### config.mk
export PLATFORM = sky130hd
export DESIGN_NAME = snake_game_ctrl
export DESIGN_NICKNAME = d
export VERILOG_FILES = /design/src/rtl/snake_game_ctrl.sv
export SDC_FILE = /design/constraint.sdc
export NUM_CORES = 1
export LEC_CHECK = 0
export BUFFER_PORTS_ARGS = -buffer_cell sky130_fd_sc_hd__buf_2
export CORE_ASPECT_RATIO = 1.1
export CORE_UTILIZATION = 50
export DETAILED_ROUTE_END_ITERATION = 8
export HOLD_SLACK_MARGIN = 0.05
export PLACE_DENSITY_LB_ADDON = 0.05
export SLEW_MARGIN = 0
export SYNTH_ARGS = -nofsm -noshare
export SYNTH_HDL_FRONTEND = slang
export SYNTH_SLANG_ARGS = --single-unit
### constraint.sdc
create_clock -name clk -period 2.65 [get_ports clk]
set_input_delay 0.265 -clock clk [delete_from_list [all_inputs] [get_ports clk]]
set_output_delay 0.265 -clock clk [all_outputs]
set_load 0.02 [all_outputs]
### src/rtl/snake_game_ctrl.sv
// Snake game controller: UART direction/start/pause command decode, direction
// queue, frame-based step timing and game state machine.
module snake_game_ctrl #(
    parameter int FIFO_DEPTH      = 4,
    parameter int FRAMES_PER_STEP = 1
) (
    input  logic        clk,
    input  logic        rst,
    input  logic [7:0]  dataRX,
    input  logic        WR_RX,
    input  logic        frame_end,
    input  logic        collision,
    output logic        step,
    output logic        dir_valid,
    output logic [1:0]  dir,
    output logic        restart,
    output logic [1:0]  state,
    output logic        cmd_drop,
    output logic [15:0] steps
);
    localparam int              PW         = $clog2(FIFO_DEPTH);
    localparam logic [PW-1:0]   PTR_ONE    = PW'(1);
    localparam logic [PW:0]     CNT_ONE    = (PW+1)'(1);
    localparam logic [PW:0]     CNT_FULL   = (PW+1)'(FIFO_DEPTH);
    localparam logic [7:0]      FRAME_LAST = 8'(FRAMES_PER_STEP - 1);

    typedef enum logic [1:0] {S_IDLE = 2'b00, S_RUN = 2'b01, S_PAUSE = 2'b10, S_OVER = 2'b11} state_t;
    typedef enum logic [1:0] {K_NONE = 2'b00, K_DIR = 2'b01, K_START = 2'b10, K_PAUSE = 2'b11} cmd_t;

    logic          r_wr_prev;
    logic          r_byte_vld;
    logic [7:0]    r_byte;
    cmd_t          r_cmd;
    logic [1:0]    r_cmd_dir;
    state_t        r_state;
    logic [1:0]    r_dir;
    logic          r_step;
    logic          r_dir_valid;
    logic          r_restart;
    logic          r_cmd_drop;
    logic [15:0]   r_steps;
    logic [7:0]    r_frame_cnt;
    logic [1:0]    r_fifo [FIFO_DEPTH];
    logic [PW-1:0] r_rd_ptr;
    logic [PW-1:0] r_wr_ptr;
    logic [PW:0]   r_count;

    cmd_t          w_kind;
    logic [1:0]    w_ddir;
    logic          w_run;
    logic          w_coll;
    logic          w_step;
    logic          w_pop;
    logic          w_push;
    logic          w_drop;
    logic          w_restart;
    logic [1:0]    w_ref;

    // Byte decode of the captured UART byte
    always_comb begin
        w_kind = K_NONE;
        w_ddir = 2'b00;
        case (r_byte)
            8'h41:   begin w_kind = K_DIR; w_ddir = 2'b10; end
            8'h42:   begin w_kind = K_DIR; w_ddir = 2'b11; end
            8'h43:   begin w_kind = K_DIR; w_ddir = 2'b00; end
            8'h44:   begin w_kind = K_DIR; w_ddir = 2'b01; end
            8'h53:   w_kind = K_START;
            8'h50:   w_kind = K_PAUSE;
            default: w_kind = K_NONE;
        endcase
    end

    // Step, queue and command acceptance decisions; collision outranks a step
    always_comb begin
        w_run     = (r_state == S_RUN);
        w_coll    = w_run & collision;
        w_step    = w_run & ~w_coll & frame_end & (r_frame_cnt == FRAME_LAST);
        w_pop     = w_step & (r_count != '0);
        w_ref     = (r_count != '0) ? r_fifo[r_wr_ptr - PTR_ONE] : r_dir;
        w_push    = (r_cmd == K_DIR) & w_run & (r_cmd_dir[1] != w_ref[1])
                    & ((r_count != CNT_FULL) | w_pop);
        w_drop    = (r_cmd == K_DIR) & ~w_push;
        w_restart = (r_cmd == K_START) & ((r_state == S_IDLE) | (r_state == S_OVER));
    end

    // Rising-edge byte capture followed by one registered decode stage
    always_ff @(posedge clk or posedge rst) begin
        if (rst) begin
            r_wr_prev  <= 1'b1;
            r_byte_vld <= 1'b0;
            r_byte     <= 8'h00;
            r_cmd      <= K_NONE;
            r_cmd_dir  <= 2'b00;
        end else begin
            r_wr_prev  <= WR_RX;
            r_byte_vld <= WR_RX & ~r_wr_prev;
            if (WR_RX && !r_wr_prev) begin
                r_byte <= dataRX;
            end
            r_cmd      <= r_byte_vld ? w_kind : K_NONE;
            r_cmd_dir  <= w_ddir;
        end
    end

    // Game state, direction queue, frame counter and pulse outputs
    always_ff @(posedge clk or posedge rst) begin
        if (rst) begin
            r_state     <= S_IDLE;
            r_dir       <= 2'b00;
            r_step      <= 1'b0;
            r_dir_valid <= 1'b0;
            r_restart   <= 1'b0;
            r_cmd_drop  <= 1'b0;
            r_steps     <= 16'h0000;
            r_frame_cnt <= 8'h00;
            r_rd_ptr    <= '0;
            r_wr_ptr    <= '0;
            r_count     <= '0;
            for (int i = 0; i < FIFO_DEPTH; i++) begin
                r_fifo[i] <= 2'b00;
            end
        end else begin
            r_step      <= 1'b0;
            r_dir_valid <= 1'b0;
            r_restart   <= 1'b0;
            r_cmd_drop  <= w_drop;

            if (w_push) begin
                r_fifo[r_wr_ptr] <= r_cmd_dir;
                r_wr_ptr         <= r_wr_ptr + PTR_ONE;
            end
            if (w_pop) begin
                r_dir       <= r_fifo[r_rd_ptr];
                r_dir_valid <= 1'b1;
                r_rd_ptr    <= r_rd_ptr + PTR_ONE;
            end
            case ({w_push, w_pop})
                2'b10:   r_count <= r_count + CNT_ONE;
                2'b01:   r_count <= r_count - CNT_ONE;
                default: r_count <= r_count;
            endcase

            if (w_step) begin
                r_step <= 1'b1;
                if (r_steps != 16'hFFFF) begin
                    r_steps <= r_steps + 16'd1;
                end
            end

            if (w_run && !w_coll && frame_end) begin
                r_frame_cnt <= (r_frame_cnt == FRAME_LAST) ? 8'h00 : r_frame_cnt + 8'd1;
            end else if (w_coll || r_state == S_IDLE || r_state == S_OVER) begin
                r_frame_cnt <= 8'h00;
            end else begin
                r_frame_cnt <= r_frame_cnt;
            end

            // Restart assignments come last so they override queue/counter updates
            if (w_coll) begin
                r_state <= S_OVER;
            end else if (w_restart) begin
                r_state     <= S_RUN;
                r_restart   <= 1'b1;
                r_dir       <= 2'b00;
                r_rd_ptr    <= '0;
                r_wr_ptr    <= '0;
                r_count     <= '0;
                r_steps     <= 16'h0000;
                r_frame_cnt <= 8'h00;
            end else if (r_cmd == K_PAUSE && r_state == S_RUN) begin
                r_state <= S_PAUSE;
            end else if (r_cmd == K_PAUSE && r_state == S_PAUSE) begin
                r_state <= S_RUN;
            end else begin
                r_state <= r_state;
            end
        end
    end

    assign step      = r_step;
    assign dir_valid = r_dir_valid;
    assign dir       = r_dir;
    assign restart   = r_restart;
    assign state     = r_state;
    assign cmd_drop  = r_cmd_drop;
    assign steps     = r_steps;

endmodule

Yosys cells after proc, flatten, opt, wreduce, memory -nomap -nowiden
Index checks and enable logic that the tools add are counted.
{"block": "totals", "out_inout_bits": 24, "inputBits": 13, "reg_bits": 61}
{"block": "classes", "eq_ne": 17, "n_mux": 42, "addsub": 7, "n_bitwise": 19, "magnitude_cmp": 4, "reduce_logical": 15}
{"operator": "two-way mux 16 bit", "n": 4}
{"operator": "equality test 8 x 7 -> 1 bit, second input constant", "n": 6}
{"operator": "two-way mux 2 bit", "n": 20}
{"operator": "two-way mux 8 bit", "n": 5}
{"operator": "adder 16 x 1 -> 16 bit, second input constant", "n": 1}
{"operator": "!= test 16 bit, second input constant", "n": 1}
{"operator": "one-hot mux 2 bit (3 select lines)", "n": 2}
{"operator": "bitwise AND 1 bit", "n": 11}
{"operator": "equality test 2 bit, second input constant", "n": 5}
{"operator": ">= comparator 3 bit, second input constant", "n": 3}
{"operator": "inverter 2 -> 3 bit", "n": 3}
{"operator": "adder 8 x 1 -> 8 bit, second input constant", "n": 1}
{"operator": "binary-select mux 2 bit (select 2 bit)", "n": 2}
{"operator": "bitwise mux 8 bit", "n": 1}
{"operator": "logical NOT 8 bit", "n": 1}
{"operator": "equality test 2 x 1 -> 1 bit, second input constant", "n": 3}
{"operator": "logical AND 1 bit", "n": 6}
{"operator": "two-way mux 3 bit", "n": 2}
{"operator": "one-hot mux 3 bit (2 select lines)", "n": 1}
{"operator": "adder 2 x 1 -> 2 bit, second input constant", "n": 2}
{"operator": "demux 2 bit (select 2 bit)", "n": 1}
{"operator": "two-way mux 1 bit", "n": 4}
{"operator": "nonzero test 4 bit", "n": 1}
{"operator": "OR reduction 4 bit", "n": 1}
{"operator": "12 further kinds", "n": 17}

Longest topological paths before layout
{"block": "logic_depth", "depth_word": 13, "mapped_depth": 12}

Worst setup path after synthesis
No wires, ideal clock.
{"block": "synth_path", "kind": "register to register", "from": "reg r_state[1], in the netlist state[1]", "to": "reg r_count[2]", "path_stages_with_launch": 13, "slack_ns": -0.371, "synth_period_minus_slack_ns": 3.021, "required_time_ns": 2.568, "setup_time_ns": 0.082, "arrival_ns": 2.939, "cell_sequence": "dfrtp_1 -> inv_1 -> ha_1 -> and3b_1 -> clkbuf_2 -> nand3_1 -> clkbuf_8 -> nor2_1 -> nand2_1 -> fa_1 -> or3_2 -> a21o_1 -> a31oi_1"}
{"block": "synth_between", "elab_chain_len": 13, "elab_cells_between_ends": 20, "cone_classes": "eq/ne: 4; mux: 3; bitwise: 12; reduce/logical: 1"}
{"item": "from (decl)", "line_no": "35", "source": "state_t r_state;"}
{"item": "from (signal assigned)", "line_no": "176", "source": "r_state <= r_state;"}
{"item": "equality test 2 x 1 -> 1 bit *", "line_no": "76", "source": "w_run = (r_state == S_RUN);"}
{"item": "bitwise AND 1 bit", "line_no": "77", "source": "w_coll = w_run & collision;"}
{"item": "inverter 1 bit", "line_no": "78", "source": "w_step = w_run & ~w_coll & frame_end & (r_frame_cnt == FRAME_LAST);"}
{"item": "bitwise AND 1 bit * (3 in series)", "line_no": "78"}
{"item": "bitwise AND 1 bit *", "line_no": "79", "source": "w_pop = w_step & (r_count != '0);"}
{"item": "net w_pop", "line_no": "53", "source": "logic w_pop;"}
{"item": "OR 1 bit", "line_no": "82", "source": "& ((r_count != CNT_FULL) | w_pop);"}
{"item": "bitwise AND 1 bit", "line_no": "82"}
{"item": "equality test 2 x 1 -> 1 bit or equality test 2 bit (tied branches)", "line_no": "138", "source": "case ({w_push, w_pop})"}
{"item": "one-hot mux 3 bit (2 select lines) *", "line_no": "138"}
{"item": "two-way mux 3 bit", "line_no": "162", "source": "end else if (w_restart) begin"}
{"item": "two-way mux 3 bit *", "line_no": "160", "source": "if (w_coll) begin"}
{"item": "to (signal assigned)", "line_no": "139", "source": "2'b10: r_count <= r_count + CNT_ONE;"}
{"item": "to (signal assigned)", "line_no": "140", "source": "2'b01: r_count <= r_count - CNT_ONE;"}
{"item": "to (signal assigned)", "line_no": "141", "source": "default: r_count <= r_count;"}
{"item": "to (decl)", "line_no": "46", "source": "logic [PW:0] r_count;"}
Mark *: on every way through the listed nets, which the timed path passes. The rest lies on a longest branch.
A chain may end at the register's enable or synchronous reset.

Final worst setup path
{"block": "layout_path", "from": "reg r_wr_ptr[0]", "to": "reg r_count[2]"}
{"block": "layout_between", "elab_chain_len": 13, "elab_cells_between_ends": 14, "cone_classes": "add/sub: 1; eq/ne: 3; mux: 7; bitwise: 3"}
{"item": "from (decl)", "line_no": "45", "source": "logic [PW-1:0] r_wr_ptr;"}
{"item": "from (signal assigned)", "line_no": "131", "source": "r_wr_ptr <= r_wr_ptr + PTR_ONE;"}
{"item": "subtractor 2 x 1 -> 2 bit *", "line_no": "80", "source": "w_ref = (r_count != '0) ? r_fifo[r_wr_ptr - PTR_ONE] : r_dir;"}
{"item": "inverter 2 -> 3 bit (not written as such) *", "line_no": "80"}
{"item": "binary-select mux 2 bit (select 2 bit) *", "line_no": "80"}
{"item": "two-way mux 2 bit (not written as such) * (2 in series)", "line_no": "80"}
{"item": "two-way mux 2 bit *", "line_no": "80"}
{"item": "!= test 1 bit *", "line_no": "81", "source": "w_push = (r_cmd == K_DIR) & w_run & (r_cmd_dir[1] != w_ref[1])"}
{"item": "bitwise AND 1 bit *", "line_no": "81"}
{"item": "bitwise AND 1 bit *", "line_no": "82"}
{"item": "equality test 2 x 1 -> 1 bit or equality test 2 bit (tied branches)", "line_no": "138"}
{"item": "one-hot mux 3 bit (2 select lines) *", "line_no": "138"}
{"item": "two-way mux 3 bit", "line_no": "162"}
{"item": "two-way mux 3 bit *", "line_no": "160"}
Mark *: on every way between the ends. The rest lies on a longest branch, timed or not. The select of a mux whose other input is x is not followed.

==> summary.md <==
| Metric | Value |
|---|---|
| Netlist cell types | 54 |
| GR peak layer | met2 |
| Required @ worst endpoint | 2.90 ns |
| Mapped Cells | 299 |
| DRT Pass-1 Iters | 4 |
| Reg clk slew, reported paths | 0.07 ns |
| Tcrit/Tclk final | 0.952 |
| GRT Overall Usage | 0.206 |
| Largest net degree at the start of global routing | 36 |
| Wirelength, routed | 6290 um |
| # DRC | 0 |
| Worst min path class | in2async |
| Synthesis-to-finish area growth | 18.7% |
| Placed instance area | about 0.0035 mm^2 |
| Post-CTS Setup Bufs | 0 |
| Worst path bufs/invs | 1 |
| Asr flop ratio synth | 1.00 |
| Top delay family on crit path | adder cells |
| CP Cell Sequence | inv_1 -> ha_4 -> mux4_2 -> a211oi_4 -> nand2_4 -> fa_2 -> or3_4 -> a21o_1 -> a31oi_1 |
| Most common flop cell mapped by yosys | dfrtp_1 |
| Clock sinks | just over 60 |
| Final setup viols | 0 |
| Most frequent cells in the layout | dfrtp_1, buf_2, nor2_1 |
| Iter 0 DRT Violations | 132 |
| Core ar. | around 0.006 mm^2 |
| Max-slew violations | 0 |
| Setup crit start kind | register |
| Max IR drop VDD | 0.000331 V |
| FF-to-FF End | r_count[2]$_DFF_PP0_ |
| Seq/Total Area, Yosys | 0.484 |
| Worst path slowest cell | fa_2 |
| CP max stage delay | ~0.39 ns |
| R2R Path Start | r_wr_ptr[0]$_DFF_PP0_ |
| Core Util, Final | 0.613 |
| Clock Path Buffers | 2 |
| Most common cell after layout, fill and taps aside | dfrtp_1 |
| CP Max Fanout | 3 |
| CTS root buffer | clkbuf_8 |
| YS warnings | 0 |
| Top post-synthesis cells by area | dfrtp_1, mux2_2, ha_1 |
| Dpl ws | 0.0729 ns |
| Global-route wire length before repair | 10600 um |
| Post-synth top area share | 0.475 |
| Worst hold slack | between 0.05 and 0.06 ns |
| Vias | 2372 |
| Cts bufs inserted | 9 |
| Die X | 77.8 um |
| Later-pin clock latency in the skew report | 0.33 ns |
| Crit. End Element | register |
| Post-route cell area | roughly 0.0037 mm^2 |
| Min setup slack post-route | 0.126 ns |
| Synth Cell Area | 0.00316 mm^2 |
| FP Rows | 30 |
| Initial antenna violation count | 0 |
| Num ports | 37 |
| Wire per inst | 14.2 um |
| Lkg Pwr | 0.00172 uW |
| Cell Pwr Density | 641 mW/mm^2 |
| Final TNS setup | 0 ns |
| Syn avg cell area | 10.6 um^2 |
| Post-route minimum period | around 2.5 ns |
| Slew margin rel. | 0.510 |
| Syn nets | between 300 and 400 |
| Max-Cap Viols | 0 |
| Synth area leader | dfrtp_1 |
| Die height | 85.4 um |
| FF+latch count, synth | 61 |
| Worst EP arrival | 2.77 ns |
| Htree depth | 3 |
| I/O Buffers | 36 |
| Vias/cell | 5.37 |
| CTS tree | done |
| M2 GR Usage | 0.347 |
| Layout cell share with drive strength beyond 1 | 0.296 |
| Grt total ovfl | 0 |
| RSZ-0062 raised after global routing | no |
| Critical path class | reg2reg |
| Antenna-violating nets left | 0 |
| Setup clock skew after layout | 0.00757 ns |
| R2R depth | 9 |
| Fmax | just under 0.4 GHz |
| Met1 Use GR | 0.258 |
| Die ar. | 0.00664 mm^2 |
| HPWL Detailed | 4400 um |
| Worst-margin pin slew | 0.734 ns |
| Vias in the first global route | roughly 2300 |
| Nets | 382 |
| Reg2Reg Setup Slack | 0.13 ns |
| GR Util met3 | 0.0538 |
| Ant diodes | 0 |
| Final hold violation count | 0 |
| Status | finished clean |
| Initial core utilization | 0.516 |
| EDFF count, synth | 0 |
| Routability cong. | ~0.82 |
-- power by group --
part / switching (uW) / internal (uW)
clock: 366 / 430
sequential: 111 / 1020
combinational: 252 / 229
-- worst register-to-register path, delay by kind of cell (launching register included) --
kind / cells / cell delay (ns)
AND/OR/NAND/NOR: 2 / 0.41
adder cells (fa/ha/maj): 2 / 0.66
AO/OA/AOI/OAI: 3 / 0.56
flip-flops: 1 / 0.38
buffers and inverters: 1 / 0.10
multiplexers: 1 / 0.34
-- cell usage after synthesis (2+ instances only) --
| cell type | number |
|---|---|
| a211oi_1 | 2 |
| a21o_1 | 3 |
| a21oi_1 | 17 |
| a31oi_1 | 2 |
| and3_1 | 6 |
| buf_6 | 2 |
| clkbuf_1 | 3 |
| dfrtp_1 | 60 |
| ha_1 | 11 |
| inv_1 | 12 |
| mux2_2 | 16 |
| mux2i_1 | 4 |
| mux4_2 | 3 |
| nand2_1 | 22 |
| nand3_1 | 9 |
| nand3b_1 | 2 |
| nand4_1 | 5 |
| nand4b_1 | 6 |
| nor2_1 | 29 |
| nor2b_1 | 2 |
| nor3_1 | 12 |
| nor4_1 | 2 |
| nor4b_1 | 2 |
| o21ai_0 | 14 |
| or2_2 | 3 |
| or3_1 | 7 |
| or3_2 | 2 |
| xnor2_1 | 12 |
| xor2_1 | 4 |
-- how the worst max path moves through the flow --
stage	start	end	slack [ns]	depth (start not counted)
after floorplan	r_wr_ptr[0]$_DFF_PP0_	r_count[2]$_DFF_PP0_	-0.06	10
after global placement	r_wr_ptr[1]$_DFF_PP0_	r_count[2]$_DFF_PP0_	0.12	9
after detailed placement	r_wr_ptr[1]$_DFF_PP0_	r_count[2]$_DFF_PP0_	0.07	9
after CTS	r_wr_ptr[1]$_DFF_PP0_	r_count[2]$_DFF_PP0_	0.05	9
after global routing	state[1]$_DFFE_PP0P_	r_fifo[2]$_DFFE_PP0P_	0.003	10
final	r_wr_ptr[0]$_DFF_PP0_	r_count[2]$_DFF_PP0_	0.13	9
-- cell families after synthesis --
family / count (synthesis) / synth area share
and+or+nand+nor: 118 / 0.200
DFF: 61 / 0.484
AOI/OAI and AO/OA: 48 / 0.0951
muxes: 23 / 0.0911
buffers and inverters: 21 / 0.0360
xor gates and xnor gates: 16 / 0.0444
adders and majority gates: 12 / 0.0499
-- flip-flops by register name, indices dropped and copies added (netlist names) --
register,cells
r_frame_cnt,8
steps,16
cmd_drop,1
r_wr_prev,1
step,1
state,2
dir,2
restart,1
r_fifo,8
r_cmd_dir,2
dir_valid,1
r_count,3
r_byte,8
r_rd_ptr,2
r_byte_vld,1
r_wr_ptr,2
r_cmd,2
-- metrics by stage --
stage               std cells  power (uW)
floorplan                 299        1460
global placement          425        1610
detailed placement        425        1620
CTS                       442        2420
global route              442        2540
finish                    442        2410
-- per-layer routing --
layer / vias to the layer above / share of wire / wire (um)
li1: 1181 / - / -
met1: 1154 / 0.47 / 2960
met2: 33 / 0.50 / 3130
met3: 4 / 0.027 / 167
met4: 0 / 0.0043 / 27
met5: - / 0 / 0
-- cell type report --
type,count,area (um^2)
clock buffers,11,131
clock inverters,5,52.6
fillers,511,2370
inverters,13,48.8
multi-input cells,217,1560
flip-flops and latches,61,1530
well taps,80,100
repair buffers,55,325
-- what timing repair did --
action                     4_1_cts  5_1_grt
gates resized for setup          0        3
hold endpoints to repair         1        0
hold buffers                     1        0
setup endpoints to repair        0        1
Note: power is estimated with default switching activity, not from simulation.
